$ cat src/rtl/cia_pkg.sv
// Shared types and register-select constants for the CIA bus arbiter.
// Used by the arbiter RTL and by anything that decodes CIA register selects.
package cia_pkg;

    typedef enum logic [2:0] {
        IDLE,
        PEND,
        HOST_ACC,
        CAPTURE,
        DONE
    } state_t;

    typedef enum logic {
        OWN_CPU,
        OWN_HOST
    } owner_t;

    localparam logic [3:0] CIA_TODT = 4'h8;
    localparam logic [3:0] CIA_TODH = 4'hB;
    localparam logic [3:0] CIA_SDR  = 4'hC;
    localparam logic [3:0] CIA_ICR  = 4'hD;

    // Host command captured when a request is accepted.
    typedef struct packed {
        logic       we;
        logic [3:0] rs;
        logic [7:0] wdata;
    } host_cmd_t;

    // Reading these releases/latches TOD, consumes SDR or clears ICR flags.
    function automatic logic is_side_effect_rd(input logic [3:0] rs);
        return (rs == CIA_TODT) || (rs == CIA_TODH) || (rs == CIA_SDR) || (rs == CIA_ICR);
    endfunction

endpackage

$ cat src/rtl/cia_bus_arbiter_if.sv
// Host/debug request port of the CIA bus arbiter (savestate engine, OSD monitor).
// The host drives the request side through master; the arbiter answers through slave.
interface cia_bus_arbiter_if;

    logic       host_req;
    logic       host_we;
    logic [3:0] host_rs;
    logic [7:0] host_wdata;
    logic       host_force;
    logic       host_busy;
    logic       host_ack;
    logic       host_err;
    logic [7:0] host_rdata;

    modport master (
        output host_req, host_we, host_rs, host_wdata, host_force,
        input  host_busy, host_ack, host_err, host_rdata
    );

    modport slave (
        input  host_req, host_we, host_rs, host_wdata, host_force,
        output host_busy, host_ack, host_err, host_rdata
    );

endinterface

$ cat src/rtl/cia_bus_arbiter.sv
// Shares one 6526 CIA register port between the CPU and a host port. The CPU always
// wins a phi2 slot; the host borrows slots where the CPU does not select the CIA.
module cia_bus_arbiter
    import cia_pkg::*;
#(
    parameter int TIMEOUT = 1024,
    parameter int TW      = 11
) (
    input  logic                     clk,
    input  logic                     res_n,
    input  logic                     phi2_p,
    input  logic                     phi2_n,
    input  logic                     cpu_cs_n,
    input  logic                     cpu_rw,
    input  logic [3:0]               cpu_rs,
    input  logic [7:0]               cpu_dout,
    output logic [7:0]               cpu_din,
    cia_bus_arbiter_if.slave         host,
    output logic                     cia_cs_n,
    output logic                     cia_rw,
    output logic [3:0]               cia_rs,
    output logic [7:0]               cia_db_in,
    input  logic [7:0]               cia_db_out
);

    state_t    state_q, state_d;
    owner_t    owner_q, owner_d;
    host_cmd_t cmd_q,   cmd_d;
    logic [TW-1:0] cnt_q, cnt_d;
    logic      err_q,   err_d;
    logic [7:0] rdata_q, rdata_d;
    logic      blocked;

    assign blocked = !host.host_we && !host.host_force && is_side_effect_rd(host.host_rs);

    always_ff @(posedge clk or negedge res_n) begin
        if (!res_n) begin
            state_q <= IDLE;
            owner_q <= OWN_CPU;
            cmd_q   <= '0;
            cnt_q   <= '0;
            err_q   <= 1'b0;
            rdata_q <= '0;
        end else begin
            // NOTE: non-blocking assignments so every register samples pre-edge values.
            state_q <= state_d;
            owner_q <= owner_d;
            cmd_q   <= cmd_d;
            cnt_q   <= cnt_d;
            err_q   <= err_d;
            rdata_q <= rdata_d;
        end
    end

    always_comb begin
        // NOTE: hold-value defaults first, so no path through this block infers a latch.
        state_d = state_q;
        owner_d = owner_q;
        cmd_d   = cmd_q;
        cnt_d   = cnt_q;
        err_d   = err_q;
        rdata_d = rdata_q;

        // Ownership is re-decided at every phi2 rising edge; the CPU is the default.
        if (phi2_p) owner_d = OWN_CPU;

        unique case (state_q)
            IDLE: begin
                if (host.host_req) begin
                    cmd_d = '{we: host.host_we, rs: host.host_rs, wdata: host.host_wdata};
                    if (blocked) begin
                        err_d   = 1'b1;
                        state_d = DONE;
                    end else begin
                        err_d   = 1'b0;
                        cnt_d   = '0;
                        state_d = PEND;
                    end
                end
            end
            PEND: begin
                if (phi2_p) begin
                    if (cpu_cs_n) begin
                        owner_d = OWN_HOST;
                        state_d = HOST_ACC;
                    end else begin
                        cnt_d = cnt_q + 1'b1;
                        if (cnt_d == TW'(TIMEOUT)) begin
                            err_d   = 1'b1;
                            state_d = DONE;
                        end
                    end
                end
            end
            HOST_ACC: begin
                if (phi2_n) state_d = CAPTURE;
            end
            CAPTURE: begin
                // The CIA holds db_out after its phi2_n access, so it is stable here.
                if (!cmd_q.we) rdata_d = cia_db_out;
                state_d = DONE;
            end
            DONE: begin
                state_d = IDLE;
            end
            default: begin
                state_d = IDLE;
            end
        endcase
    end

    assign cia_cs_n  = (owner_q == OWN_HOST) ? 1'b0         : cpu_cs_n;
    assign cia_rw    = (owner_q == OWN_HOST) ? !cmd_q.we    : cpu_rw;
    assign cia_rs    = (owner_q == OWN_HOST) ? cmd_q.rs     : cpu_rs;
    assign cia_db_in = (owner_q == OWN_HOST) ? cmd_q.wdata  : cpu_dout;
    assign cpu_din   = cia_db_out;

    assign host.host_busy  = (state_q == PEND) || (state_q == HOST_ACC) || (state_q == CAPTURE);
    assign host.host_ack   = (state_q == DONE);
    assign host.host_err   = (state_q == DONE) && err_q;
    assign host.host_rdata = rdata_q;

    a_phi2_exclusive: assert property (@(posedge clk) disable iff (!res_n) !(phi2_p && phi2_n));

endmodule

$ cat src/flat_wrapper.sv
// flat-port wrapper written by rule: the top's interface ports become plain ports
module cia_bus_arbiter_flat import cia_pkg::*;
#(
    parameter int TIMEOUT = 1024,
    parameter int TW      = 11
)
  (clk, res_n, phi2_p, phi2_n, cpu_cs_n, cpu_rw, cpu_rs, cpu_dout, cpu_din, cia_cs_n, cia_rw, cia_rs, cia_db_in, cia_db_out, host_host_req, host_host_we, host_host_rs, host_host_wdata, host_host_force, host_host_busy, host_host_ack, host_host_err, host_host_rdata);
  cia_bus_arbiter_if host_i ();
  input  logic clk;
  input  logic res_n;
  input  logic phi2_p;
  input  logic phi2_n;
  input  logic cpu_cs_n;
  input  logic cpu_rw;
  input  logic [3:0] cpu_rs;
  input  logic [7:0] cpu_dout;
  output logic [7:0] cpu_din;
  output logic cia_cs_n;
  output logic cia_rw;
  output logic [3:0] cia_rs;
  output logic [7:0] cia_db_in;
  input  logic [7:0] cia_db_out;
  input wire logic [$bits(host_i.host_req)-1:0] host_host_req;
  input wire logic [$bits(host_i.host_we)-1:0] host_host_we;
  input wire logic [$bits(host_i.host_rs)-1:0] host_host_rs;
  input wire logic [$bits(host_i.host_wdata)-1:0] host_host_wdata;
  input wire logic [$bits(host_i.host_force)-1:0] host_host_force;
  output wire logic [$bits(host_i.host_busy)-1:0] host_host_busy;
  output wire logic [$bits(host_i.host_ack)-1:0] host_host_ack;
  output wire logic [$bits(host_i.host_err)-1:0] host_host_err;
  output wire logic [$bits(host_i.host_rdata)-1:0] host_host_rdata;
  assign host_i.host_req = host_host_req;
  assign host_i.host_we = host_host_we;
  assign host_i.host_rs = host_host_rs;
  assign host_i.host_wdata = host_host_wdata;
  assign host_i.host_force = host_host_force;
  assign host_host_busy = host_i.host_busy;
  assign host_host_ack = host_i.host_ack;
  assign host_host_err = host_i.host_err;
  assign host_host_rdata = host_i.host_rdata;
  cia_bus_arbiter #(.TIMEOUT(TIMEOUT), .TW(TW)) u_core (.clk(clk), .res_n(res_n), .phi2_p(phi2_p), .phi2_n(phi2_n), .cpu_cs_n(cpu_cs_n), .cpu_rw(cpu_rw), .cpu_rs(cpu_rs), .cpu_dout(cpu_dout), .cpu_din(cpu_din), .host(host_i), .cia_cs_n(cia_cs_n), .cia_rw(cia_rw), .cia_rs(cia_rs), .cia_db_in(cia_db_in), .cia_db_out(cia_db_out));
endmodule
$ cat config.mk
export PLATFORM = sky130hd
export DESIGN_NAME = cia_bus_arbiter_flat
export DESIGN_NICKNAME = d
export VERILOG_FILES = /design/src/rtl/cia_pkg.sv /design/src/rtl/cia_bus_arbiter_if.sv /design/src/rtl/cia_bus_arbiter.sv /design/src/flat_wrapper.sv
export SDC_FILE = /design/constraint.sdc
export NUM_CORES = 1
export LEC_CHECK = 0
export CAP_MARGIN = 15
export CELL_PAD_IN_SITES_DETAIL_PLACEMENT = 1
export CELL_PAD_IN_SITES_GLOBAL_PLACEMENT = 1
export CORE_ASPECT_RATIO = 0.6
export CORE_MARGIN = 4
export CORE_UTILIZATION = 36
export DETAILED_ROUTE_END_ITERATION = 8
export PLACE_DENSITY = 0.94
export SETUP_SLACK_MARGIN = 0.1
export SYNTH_ARGS = -nofsm -noshare
export SYNTH_HDL_FRONTEND = slang
export SYNTH_SLANG_ARGS = --single-unit
$ cat constraint.sdc
create_clock -name clk -period 3.3 [get_ports clk]
set_input_delay 0.66 -clock clk [delete_from_list [all_inputs] [get_ports clk]]
set_output_delay 0.66 -clock clk [all_outputs]
set_load 0.02 [all_outputs]
==> summary.txt, run 1 <==
Worst Skew -> 0.00709 ns
die area -> 7070 sq um
max-slew violation count -> 0
Synth Area per Inst -> 10.7 sq um
syn nets -> 235
H-tree levels -> 2
setup tns final -> 0 ns
clock sink count -> 37
r2r setup slk -> 1.18 ns
worst skew pair latency -> 0.29 ns
first-pass GRT wire length -> 10.0 mm
post-placement worst setup slack -> 0.608 ns
Seq pwr share -> 0.351
post-synth cell types -> 41
Async S/R FF share, synth -> 1.00
max frequency -> 0.371 GHz
multi-input logic area -> 1020 sq um
Max VDD drop -> 0.377 mV
Post-Syn Area -> 2070 sq um
Syn Inst Count -> 193
Setup CP Type -> reg -> out
yosys warns -> 0
Core ar. -> 5570 sq um
Die Ht -> 66.8 microns
slew margin rel. -> 0.441
status -> finished, final reports clean
CTS Hold Bufs -> 0
Final ANT Viol Nets -> 0
post-synthesis register bit count -> 37
share of cells above drive strength 1 -> 0.200
WP data arrival -> 2.04 ns
CTS tree -> built
P_sw -> 846 uW
routed len/inst -> 17.6 microns
grt total ovfl -> 0
post-detail-place hpwl -> 4.58 mm
worst r2r src -> u_core.cnt_q[1]
crit-path max FO -> 14
RR Endpoint -> u_core.state_q[2]
CP endpoint kind -> output port
DR vias/cell -> 5.31
pin slew with the least headroom to its limit -> 0.839 ns
Reg area -> 926 sq um
initial drt markers -> 63
Layout Nets -> 301
drt first pass iters -> 4
Req. time, crit path -> 2.64 ns
design area -> 2940 sq um
CTS buffer count -> 5
Tmin final -> 2.70 ns
Setup Fix Bufs, Post-CTS -> 0
drc violations -> 0
row cnt -> 21
initial core utilization -> 0.372
placed inst area -> 2820 sq um
Final GP Congestion -> 0.838
final wirelength -> 5.99 mm
fin worst setup slack -> 0.601 ns
Layout area overhead -> 41.8%
largest net degree at the start of global routing -> 38
Startpoint Class -> flip-flop
input/output buffers -> 73
WHS -> 0.463 ns
unrepaired setup endpoints after global routing -> no
clock power share -> 0.177
routed vias -> 1807
final setup fails -> 0
Overall Global Routing Usage -> 0.180
final hold vios -> 0
Internal Power -> 1450 uW
main flop type after synthesis -> dfrtp_1
antenna violations before repair -> 0
clock root buffer -> clkbuf_8
LEAKAGE -> 0.00117 uW
CTS Buffer Depth -> 2
pwr dens -> 782 nW/um^2
fillers -> 634
Pwr Total -> 2300 uW
die width -> 106 microns
Max Cap Violations -> 0
sw frac -> 0.368
combinational share of power -> 0.472
number of global-route vias before repair -> 1947
Post-synth EDFFs -> 0
# diodes -> 0
HP Class -> in -> async
CTS clk-pin slew, worst paths -> 0.08 ns
Final Cycle Share -> 0.818
IO Pins -> 74
Post-CTS Resized -> 0
r2r worst-path depth -> 6
register area share after synthesis -> 0.447
[metal layers]
metal	track usage	part of all wire	vias up
met5	0	0	-
met4	0.0485	0.017	0
met1	0.231	0.45	899
met2	0.297	0.47	70
met3	0.0561	0.061	15
li1	-	-	823
[sequential cells by signal (all words and copies together) (netlist names), named ones only]
| name | flops |
|---|---|
| u_core.err_q | 1 |
| u_core.host.host_rdata | 8 |
| u_core.cnt_q | 11 |
| u_core.state_q | 3 |
| u_core.cmd_q | 13 |
[cells by family after synthesis]
| logic type | after synthesis | synth area share |
|---|---|---|
| AOI/OAI and AO/OA | 28 | 0.0827 |
| xor gates and xnor gates | 4 | 0.0169 |
| adders and majority gates | 1 | 0.00604 |
| buffers and inverters | 23 | 0.0634 |
| DFF | 37 | 0.447 |
| muxes | 37 | 0.199 |
| and+or+nand+nor | 63 | 0.185 |
[synthesized netlist by cell type, drive strengths merged (2+ instances only)]
| cell | number | area (sq um) |
|---|---|---|
| nand3 | 11 | 67.6 |
| or4 | 2 | 15.0 |
| nand4b | 3 | 26.3 |
| nor2b | 7 | 43.8 |
| dfrtp | 37 | 926 |
| nor3 | 3 | 15.0 |
| nand3b | 2 | 15.0 |
| nand2 | 12 | 45.0 |
| a21oi | 7 | 35.0 |
| and3 | 2 | 12.5 |
| nand4 | 5 | 31.3 |
| or3 | 2 | 13.8 |
| buf | 12 | 80.1 |
| clkbuf | 6 | 32.5 |
| nor2 | 7 | 26.3 |
| o211ai | 2 | 15.0 |
| inv | 5 | 18.8 |
| and3b | 2 | 17.5 |
| mux2i | 3 | 30.0 |
| mux2 | 34 | 383 |
| o21ai | 10 | 50.1 |
| xor2 | 3 | 26.3 |
| a31oi | 2 | 12.5 |
[how the worst max path moves through the flow]
stage | from | to
CTS | flip-flop | cia_rw
finish | flip-flop | cia_rw
global route | flip-flop | cia_rw
global placement | cpu_cs_n | cia_cs_n
floorplan | flip-flop | cia_rw
detailed placement | cpu_cs_n | cia_cs_n
[placed cells by master (no fill, tap or decap), drive strengths merged, types with 3 or more instances in the layout]
master,count
nor2,7
o21ai,10
xor2,3
nand2,12
a21oi,7
nor3,3
buf,5
dfrtp,37
nand4b,3
nor2b,7
clkbuf,7
inv,5
clkdlybuf4s50,72
nand4,5
mux2i,3
nand3,11
mux2,34
[power by group through the flow]
stage,Combinational (uW),Clock [uW],Sequential (uW)
after floorplan,658,0,793
final,1080,406,806
after detailed placement,1080,0,813
after CTS,1090,418,805
after global routing,1170,436,831
after global placement,1040,0,790
[stage by stage]
stage          utilization  instances
6_report             0.527        340
5_1_grt              0.527        340
4_1_cts              0.527        340
3_5_place_dp         0.507        332
3_3_place_gp         0.507        332
2_1_floorplan            -        193
[critical path, stage by stage (launching register included)]
cell and delay, ns:
dfrtp_1 0.74, inv_1 0.18, o21ai_0 0.19, clkdlybuf4s50_1 0.64
[layout make-up]
class	count	area share
Clock buffer	7	0.0294
Sequential cell	37	0.315
Tap cell	80	0.0341
Inverter	5	0.00639
Timing Repair Buffer	77	0.257
Multi-Input combinational cell	133	0.348
Clock inverter	1	0.0102
No activity file was read; power rests on OpenSTA's default activity.
==> run 2: changes to the inputs <==
--- a/config.mk
+++ b/config.mk
@@ -10,9 +10,9 @@
 export CELL_PAD_IN_SITES_GLOBAL_PLACEMENT = 1
 export CORE_ASPECT_RATIO = 0.6
 export CORE_MARGIN = 4
-export CORE_UTILIZATION = 36
+export CORE_UTILIZATION = 31
 export DETAILED_ROUTE_END_ITERATION = 8
-export PLACE_DENSITY = 0.94
+export PLACE_DENSITY = 0.87
 export SETUP_SLACK_MARGIN = 0.1
 export SYNTH_ARGS = -nofsm -noshare
 export SYNTH_HDL_FRONTEND = slang
==> constraint.sdc (replaced) <==
create_clock -name clk -period 2.45 [get_ports clk]
set_input_delay 0.49 -clock clk [delete_from_list [all_inputs] [get_ports clk]]
set_output_delay 0.49 -clock clk [all_outputs]
set_load 0.02 [all_outputs]
==> summary.txt, run 2 (synthesis results as in run 1) <==
worst skew pair latency -> 0.30 ns
Setup CP Type -> in -> out
Layout area overhead -> 43.3%
post-detail-place hpwl -> 4.75 mm
final hold vios -> 0
CTS clk-pin slew, worst paths -> 0.08 ns
commonest non-fill, non-tap cells in the layout -> clkdlybuf4s50_1 (72), dfrtp_1 (36), mux2_2 (34)
Largest register FFs -> 13
largest reg by FF count -> u_core.cmd_q
antenna violations before repair -> 0
Startpoint Class -> input pin
final wirelength -> 6.31 mm
# diodes -> 0
largest stage delay on the critical path -> 0.64 ns
clock root buffer -> clkbuf_8
grt total ovfl -> 0
Layout Nets -> 304
CTS buffer count -> 5
WP data arrival -> 1.81 ns
pwr dens -> 1050 nW/um^2
drc violations -> 0
worst-path cell chain -> clkdlybuf4s50_1 -> nor2b_1 -> clkdlybuf4s50_1
unrepaired setup endpoints after global routing -> no
multi-input logic area -> 1020 sq um
final setup fails -> 0
Worst Skew -> 0.00616 ns
drt first pass iters -> 4
max frequency -> 0.434 GHz
Core ar. -> 6300 sq um
initial core utilization -> 0.329
LEAKAGE -> 0.00118 uW
fin worst setup slack -> 0.146 ns
end-of-flow core utilization -> 0.471
input/output buffers -> 73
die area -> 8100 sq um
most common cell after layout, fill and taps aside -> clkdlybuf4s50_1
Req. time, crit path -> 1.96 ns
Final ANT Viol Nets -> 0
Crit-path slowest cell -> clkdlybuf4s50_1
H-tree levels -> 2
fillers -> 692
pin slew with the least headroom to its limit -> 0.835 ns
max-slew violation count -> 0
number of global-route vias before repair -> 1973
post-placement worst setup slack -> 0.169 ns
slew margin rel. -> 0.443
routed len/inst -> 18.2 microns
crit-path max FO -> 2
HP Class -> in -> async
IO Pins -> 74
DR vias/cell -> 5.14
Max VDD drop -> 0.497 mV
first-pass GRT wire length -> 10.4 mm
Overall Global Routing Usage -> 0.162
initial drt markers -> 54
worst path bufs/invs -> 2
Reg area -> 930 sq um
CP endpoint kind -> output port
CP top delay family -> buffers and inverters
Final GP Congestion -> 0.839
share of cells above drive strength 1 -> 0.217
largest net degree at the start of global routing -> 38
row cnt -> 22
status -> finished, final reports clean
Max Cap Violations -> 0
Die Ht -> 71.3 microns
clock sink count -> 37
Final Cycle Share -> 0.940
CTS Buffer Depth -> 2
setup tns final -> 0 ns
CTS Hold Bufs -> 0
Setup Fix Bufs, Post-CTS -> 0
Tmin final -> 2.30 ns
routed vias -> 1784
die width -> 114 microns
most frequent CP cell -> clkdlybuf4s50_1
CTS tree -> built
[run 2: metrics by stage]
stage | total power [uW] | cells | instance area [sq um] | hold slack [ns]
floorplan | 1950 | 193 | 2070 | 0.194
global placement | 2470 | 339 | 2840 | 0.486
detailed placement | 2550 | 339 | 2840 | 0.497
CTS | 3140 | 347 | 2960 | 0.317
global route | 3310 | 347 | 2970 | 0.361
finish | 3120 | 347 | 2970 | 0.289
[run 2: worst register-to-register path, stage by stage (launching register included)]
cell and delay, ns:
dfrtp_1 0.46, ha_1 0.28, nand2_1 0.13, nor3_1 0.42, xor2_1 0.16, a311o_2 0.42
and3b_1 0.17
[run 2: per-layer routing]
| metal | track usage | part of all wire |
|---|---|---|
| met1 | 0.196 | 0.43 |
| met2 | 0.288 | 0.50 |
| met3 | 0.0397 | 0.055 |
| met4 | 0.0440 | 0.011 |
| met5 | 0 | 0 |
[run 2: final cells by class]
class                      instances  share of cell area
inverter                           5             0.00632
tap                               84              0.0354
clock buffer                       6              0.0278
sequential                        37               0.313
clock inverter                     2              0.0126
multi-input combinational        133               0.343
timing repair buffer              80               0.262
[run 2: power by group]
| group | total (uW) | internal [uW] | switching (uW) |
|---|---|---|---|
| clock | 569 | 331 | 238 |
| sequential | 1080 | 857 | 221 |
| combinational | 1470 | 776 | 693 |
| total | 3120 | 1960 | 1150 |
[run 2: path summary, 6_finish.rpt]
kind                       cells after the start           endpoint  slack, ns            start
max reg2reg                                    6  u_core.state_q[2]       0.31  u_core.cnt_q[0]
min in group clk                               1    u_core.cmd_q[6]       0.51  u_core.cmd_q[6]
max in group asynchronous                      1          async pin       1.55            res_n
min                                            1    u_core.cmd_q[5]       0.29            res_n
max                                            3           cia_cs_n       0.15         cpu_cs_n
min reg2reg                                    1    u_core.cmd_q[6]       0.51  u_core.cmd_q[6]
[run 2: timing repair]
action / CTS / global route
gates resized for setup: 1 / 2
cloned: 0 / 0
setup endpoints to repair: 13 / 5
